--- src/rtl/tinyalu_core_if.sv ---
// Command/result bus between a requester and tinyalu_core.
// The requester holds start high until it samples done.
interface tinyalu_core_if;
    logic [7:0]  A;
    logic [7:0]  B;
    logic [2:0]  op;
    logic        start;
    logic        done;
    logic [15:0] result;

    modport master (output A, B, op, start, input done, result);
    modport slave  (input A, B, op, start, output done, result);
endinterface

--- src/rtl/tinyalu_core.sv ---
// tinyalu_core: 8-bit add/and/xor/mul ALU with a start/done handshake.
// Define TINYALU_MUL_EN to build the multi-cycle multiplier; otherwise mul returns 0 in one cycle.
module tinyalu_core #(
    parameter int unsigned MUL_LATENCY = 3
) (
    input  logic          clk,
    input  logic          reset,
    tinyalu_core_if.slave bus
);
    localparam logic [2:0] OP_ADD = 3'b001;
    localparam logic [2:0] OP_AND = 3'b010;
    localparam logic [2:0] OP_XOR = 3'b011;
    localparam logic [2:0] OP_MUL = 3'b100;

    if (MUL_LATENCY < 2 || MUL_LATENCY > 8) begin : g_bad_latency
        $error("tinyalu_core: MUL_LATENCY must be within 2..8");
    end

`ifdef TINYALU_MUL_EN
    localparam int unsigned CNT_W = 3;
    typedef enum logic [1:0] {IDLE, BUSY, DONE, WAIT_LOW} state_e;
    logic [7:0]       a_q;
    logic [7:0]       b_q;
    logic [CNT_W-1:0] cnt_q;
`else
    typedef enum logic [1:0] {IDLE, DONE, WAIT_LOW} state_e;
`endif

    state_e      state_q;
    logic        done_q;
    logic [15:0] result_q;
    logic [15:0] result_d;
    logic        accept;

    assign accept = bus.start && (bus.op inside {OP_ADD, OP_AND, OP_XOR, OP_MUL});

    // Single-cycle result; mul falls to zero here and is produced from the latched operands instead.
    always_comb begin
        result_d = '0;
        case (bus.op)
            OP_ADD:  result_d = 16'(bus.A) + 16'(bus.B);
            OP_AND:  result_d = {8'h00, bus.A & bus.B};
            OP_XOR:  result_d = {8'h00, bus.A ^ bus.B};
            default: result_d = '0;
        endcase
    end

    always_ff @(posedge clk or posedge reset) begin
        if (reset) begin
            state_q  <= IDLE;
            done_q   <= 1'b0;
            result_q <= '0;
`ifdef TINYALU_MUL_EN
            a_q      <= '0;
            b_q      <= '0;
            cnt_q    <= '0;
`endif
        end else begin
            done_q <= 1'b0;
            case (state_q)
                IDLE: begin
                    if (accept) begin
`ifdef TINYALU_MUL_EN
                        a_q   <= bus.A;
                        b_q   <= bus.B;
                        cnt_q <= '0;
                        if (bus.op == OP_MUL) begin
                            state_q <= BUSY;
                        end else begin
                            result_q <= result_d;
                            done_q   <= 1'b1;
                            state_q  <= DONE;
                        end
`else
                        result_q <= result_d;
                        done_q   <= 1'b1;
                        state_q  <= DONE;
`endif
                    end
                end
`ifdef TINYALU_MUL_EN
                // Dropping start aborts; done lands MUL_LATENCY cycles after acceptance.
                BUSY: begin
                    if (!bus.start) begin
                        state_q <= IDLE;
                    end else if (cnt_q == CNT_W'(MUL_LATENCY - 2)) begin
                        result_q <= 16'(a_q) * 16'(b_q);
                        done_q   <= 1'b1;
                        state_q  <= DONE;
                    end else begin
                        cnt_q <= cnt_q + CNT_W'(1);
                    end
                end
`endif
                DONE:     state_q <= bus.start ? WAIT_LOW : IDLE;
                WAIT_LOW: if (!bus.start) state_q <= IDLE;
                default:  state_q <= IDLE;
            endcase
        end
    end

    assign bus.done   = done_q;
    assign bus.result = result_q;
endmodule

--- src/flat_wrapper.sv ---
// flat-port wrapper written by rule: the top's interface ports become plain ports
module tinyalu_core_flat 
#(
    parameter int unsigned MUL_LATENCY = 3
)
  (clk, reset, bus_A, bus_B, bus_op, bus_start, bus_done, bus_result);
  tinyalu_core_if bus_i ();
  input  logic clk;
  input  logic reset;
  input wire logic [$bits(bus_i.A)-1:0] bus_A;
  input wire logic [$bits(bus_i.B)-1:0] bus_B;
  input wire logic [$bits(bus_i.op)-1:0] bus_op;
  input wire logic [$bits(bus_i.start)-1:0] bus_start;
  output wire logic [$bits(bus_i.done)-1:0] bus_done;
  output wire logic [$bits(bus_i.result)-1:0] bus_result;
  assign bus_i.A = bus_A;
  assign bus_i.B = bus_B;
  assign bus_i.op = bus_op;
  assign bus_i.start = bus_start;
  assign bus_done = bus_i.done;
  assign bus_result = bus_i.result;
  tinyalu_core #(.MUL_LATENCY(MUL_LATENCY)) u_core (.clk(clk), .reset(reset), .bus(bus_i));
endmodule
--- config.mk ---
export PLATFORM = sky130hd
export DESIGN_NAME = tinyalu_core_flat
export DESIGN_NICKNAME = d
export VERILOG_FILES = /design/src/rtl/tinyalu_core_if.sv /design/src/rtl/tinyalu_core.sv /design/src/flat_wrapper.sv
export SDC_FILE = /design/constraint.sdc
export NUM_CORES = 1
export LEC_CHECK = 0
export CORE_UTILIZATION = 40
export CTS_CLUSTER_DIAMETER = 50
export DETAILED_ROUTE_END_ITERATION = 7
export PLACE_DENSITY = 0.71
export REMOVE_ABC_BUFFERS = 1
export SETUP_SLACK_MARGIN = 0.4
export SYNTH_ARGS = -nofsm -noshare
export SYNTH_HDL_FRONTEND = slang
export SYNTH_SLANG_ARGS = --single-unit
--- constraint.sdc ---
create_clock -name clk -period 2.17 [get_ports clk]
set_clock_uncertainty 0.15 [all_clocks]
set_input_delay 0.3255 -clock clk [delete_from_list [all_inputs] [get_ports clk]]
set_output_delay 0.3255 -clock clk [all_outputs]
set_load 0.05 [all_outputs]
[After elaboration in Yosys (flattened, before gate mapping)]
Index checks and enable logic that the tools add are counted.
Word-level totals
  register bits after elaboration: 19
  bits of input ports: 22
  output and inout port bits: 17
  logic and storage cells: 26
Cells by class
  $add $sub $neg: 1
  eq/ne operators: 8
  mux-type cells: 7
  bitwise gates (word level): 2
  reductions and logical operators: 5
Operator list (number)
  case mux 16 bit (3 select lines): 1
  adder 8 x 8 -> 9 bit: 1
  AND 8 bit: 1
  bitwise XOR 8 bit: 1
  == test 3 x 2 -> 1 bit (second input constant): 2
  two-way mux 2 bit: 3
  case mux 2 bit (3 select lines): 1
  AND reduction 2 bit: 2
  nonzero test 4 bit: 1
  == test 3 x 1 -> 1 bit (second input constant): 1
  == test 3 bit (second input constant): 1
  == test 2 x 1 -> 1 bit (second input constant): 1
  == test 2 bit (second input constant): 1
  zero test 2 bit: 1
  two-way mux 1 bit: 2
  inequality test 2 x 1 -> 1 bit (second input constant): 1
  inequality test 2 bit (second input constant): 1
  logical AND 1 bit: 1

[Depth between registers and ports, before layout]
  depth in word-level cells: 5
  mapped depth: 6
  mapped depth without buffers: 6

[Worst setup path after synthesis]
No wires, ideal clock.
  path type: register to register
  start: register u_core.state_q[0]
  end: register u_core.result_q[8] (netlist: u_core.bus.result[8])
  setup time: 66 ps
  arrival time: 1636 ps
  required time: 1954 ps
  setup slack: 318 ps
  cell stages (with the launch flop): 6
  path buffers: 1
  period minus slack after synthesis: 1852 ps
  cells stage by stage: dfrtp_1 or4b_1 buf_2 or3_4 a21oi_2 a221o_1
On the way
  word-level cells in the longest chain between the ends: 2
Ends and longest elaborated chain
  start: declaration: RTL line tinyalu_core.sv:29  | state_e state_q;
  start signal: assignment: RTL line tinyalu_core.sv:95  | DONE: state_q <= bus.start ? WAIT_LOW : IDLE;
  zero test 2 bit: RTL line tinyalu_core.sv:60  | case (state_q)
  AND reduction 2 bit (no source line)
  end signal: assignment: RTL line tinyalu_core.sv:75  | result_q <= result_d;
  end: declaration: RTL line tinyalu_core.sv:31  | logic [15:0] result_q;
Every way passes these cells.
A chain may end at the register's enable or synchronous reset.

[Worst setup path in the final report]
Ends and elaborated chain as after synthesis.

==> results.md <==
- Vias per std cell: between 5 and 6
- Worst-Skew Late Latency: between 200 and 300 ps
- Final period util: between 80% and 90%
- Die ar.: between 2000 and 3000 um2
- Routed Antenna Nets: 0
- Worst Setup SP: u_core.state_q[0]
- H-tree lvl count: 1
- Worst path arrival time: 1860 ps
- Die height: around 52 um
- Post-detail-place hpwl: between 2000 and 2500 um
- Worst Setup Slack, final: roughly 390 ps
- Vias: 1119
- Ratio of cells with drive above 1 in the final layout: between 20 and 30%
- Avg WL per Cell: about 15 um
- DRT iter0 DRCs: 27
- IO Pins: 39
- CTS tree: yes
- Slowest Stage Delay on Critical Path: about 550 ps
- Die width: roughly 52 um
- CP required: 2250 ps
- Hold Fails Final Rpt: 0
- Syn Inst Count: 113
- CP top delay family: simple AND/OR/NAND/NOR gates
- Status: completed
- Hold Crit Class: primary input to async pin
- Main synth FF type: dfrtp_1
- RR Endpoint: u_core.bus.result[8]
- Slew Limit Fails: 0
- Yosys cell types: 43
- Worst r2r path cells: 4
- Total Wirelength: slightly above 3000 um
- Fin nets: 202
- Diode count: 0
- Initial antenna violation count: 0
- Clock Path Buffers: 2
- DRC: 0
- CTS hold repair buffers: 0
- Clock-pin slew on the worst setup and hold paths: approximately 90 ps
- Largest net degree at the start of global routing: 13
- Post-place setup slack: -214 ps
- Yosys warning count: 0
- Post-synth ARST share: 100%
- Slowest CP cell: or4b_4
- Crit path cell chain: or4b_4, or3_4, a21oi_2, a221o_1
- Commonest non-fill, non-tap cell in the layout: buf_4
- CP Launch Type: register
- RSZ-0062 raised after global routing: yes
- CTS Buf Count: 3
- Worst setup EP type: register
- FF-to-FF Start: u_core.state_q[0]
- Seq cells post-synth: 12
- Initial Utilization: ~44%
- P&R area growth vs syn: 62.8%
- # Max-Cap Violations: 0
- CTS Root Buffer Type: clkbuf_4
- # rows: 17
- Worst vdd ir: about 0.60 mV
- Register-to-Register Setup Slack: about 390 ps
- Core area: between 2000 and 2500 um2
- Leak Pwr: between 0.8 and 0.9 nW
- Clock period minus worst slack: ~1800 ps
- Syn Area/Cell: between 9 and 10 um2
- Worst Path Max Fanout: 4
- PortBufs: 31
- Total GRT Usage: approximately a quarter
- Power Density: ~610 nW/um2
- Max frequency: about 560 MHz
- Most frequent cells in the layout: 26 x buf_4, 16 x dlygate4sd2_1, 12 x dfrtp_1
- First-pass GRT wire length: around 4800 um
- Final setup viols: 0
- Buf/Inv on CP: 0
- Critical path depth: 4
- Post-synth EDFFs: 0
- Syn Std Cell Area: roughly 1000 um2
- Critical Path End: u_core.bus.result[8]
- Vias in the first global route: between 1000 and 1500
- RePlAce Congestion: a little over 0.9
- Grt ovf: 0
- Worst hold margin: roughly 210 ps
- Drt pass-1 iters: 4
- CP Class: register to register
- # clock sinks: 12
- Register area share after synthesis: 29.4%
kinds of logic (layout without fill, tap and decap cells):
logic type,after synthesis,count (layout),synth area share (%)
other,1,7,0.368
DFF,12,12,29.4
adders and majority gates,9,9,11.8
and+or+nand+nor,33,33,17.2
muxes,8,8,8.10
AOI/OAI and AO/OA,32,32,22.8
xor gates and xnor gates,2,2,1.72
buffers and inverters,16,67,8.59
how the worst min path moves through the flow:
stage | to | slack (ps) | cells after the start
after floorplan | u_core.bus.done | 40 | 1
after global placement | u_core.bus.result[0] | 310 | 2
after detailed placement | u_core.bus.result[2] | 320 | 2
after CTS | u_core.state_q[0] | 230 | 2
after global routing | u_core.bus.result[0] | 260 | 2
final | u_core.state_q[0] | 210 | 2
cells in the mapped netlist (2+ instances only):
cell type / n / area share [%]
a211oi_1: 2 / 1.5
a21o_1: 3 / 2.2
a21oi_1: 5 / 2.5
a221o_1: 2 / 2.0
a22oi_1: 2 / 1.5
a2bb2oi_1: 3 / 2.6
buf_4: 7 / 5.2
clkbuf_1: 2 / 0.74
dfrtp_1: 12 / 29
ha_1: 8 / 9.8
inv_1: 5 / 1.8
mux2_2: 2 / 2.2
mux2i_1: 6 / 5.9
nand2_1: 9 / 3.3
nand2b_1: 3 / 1.8
nand3_1: 3 / 1.5
nand4_1: 3 / 1.8
nor2_1: 6 / 2.2
nor3_1: 2 / 0.98
o21ai_0: 5 / 2.5
report_power, final:
group          total, mW  leakage (nW)  switching [mW]  internal [mW]
logic              0.538         0.655           0.332          0.206
clock network      0.186        0.0210          0.0836          0.102
registers          0.292         0.157          0.0246          0.267
stage by stage:
stage	TNS (ps)	instance area, um2	std cells	total power [mW]	utilization, %
3_3_place_gp	-385	1460	186	0.797	63.6
4_1_cts	0	1610	197	0.998	70.0
3_5_place_dp	-594	1460	186	0.806	63.6
2_1_floorplan	0	973	108	0.605	-
6_report	0	1660	198	1.02	72.3
5_1_grt	0	1660	198	1.06	72.3
final cells by class:
class,count,area [um2]
flip-flops and latches,12,300
repair buffers,58,509
inverters,5,18.8
well taps,28,35.0
fillers,192,637
multi-input cells,91,761
clock buffers,4,36.3
layer usage:
| layer | vias up | global-route usage, % | wire length, um |
|---|---|---|---|
| met5 | - | 0 | 0 |
| met4 | 0 | 5.70 | 59 |
| met3 | 7 | 6.67 | 168 |
| met2 | 51 | 43.7 | 1510 |
| met1 | 540 | 26.9 | 1300 |
| li1 | 521 | - | - |
state kept, by name, summed over array words and instances, names as in the netlist:
signal             count
u_core.bus.done        1
u_core.bus.result      9
u_core.state_q         2
worst register-to-register path: stages, from the launching register on:
cell	delay (ps)
dfrtp_1	390
or4b_4	550
or3_4	390
a21oi_2	110
a221o_1	140
timing repair:
| action | in CTS | in global routing |
|---|---|---|
| gates resized for setup | 32 | 11 |
| setup buffers | 7 | 1 |
| setup endpoints to repair | 17 | 8 |
| pin swaps | 12 | 12 |
Power figures use the tool's default switching activity.
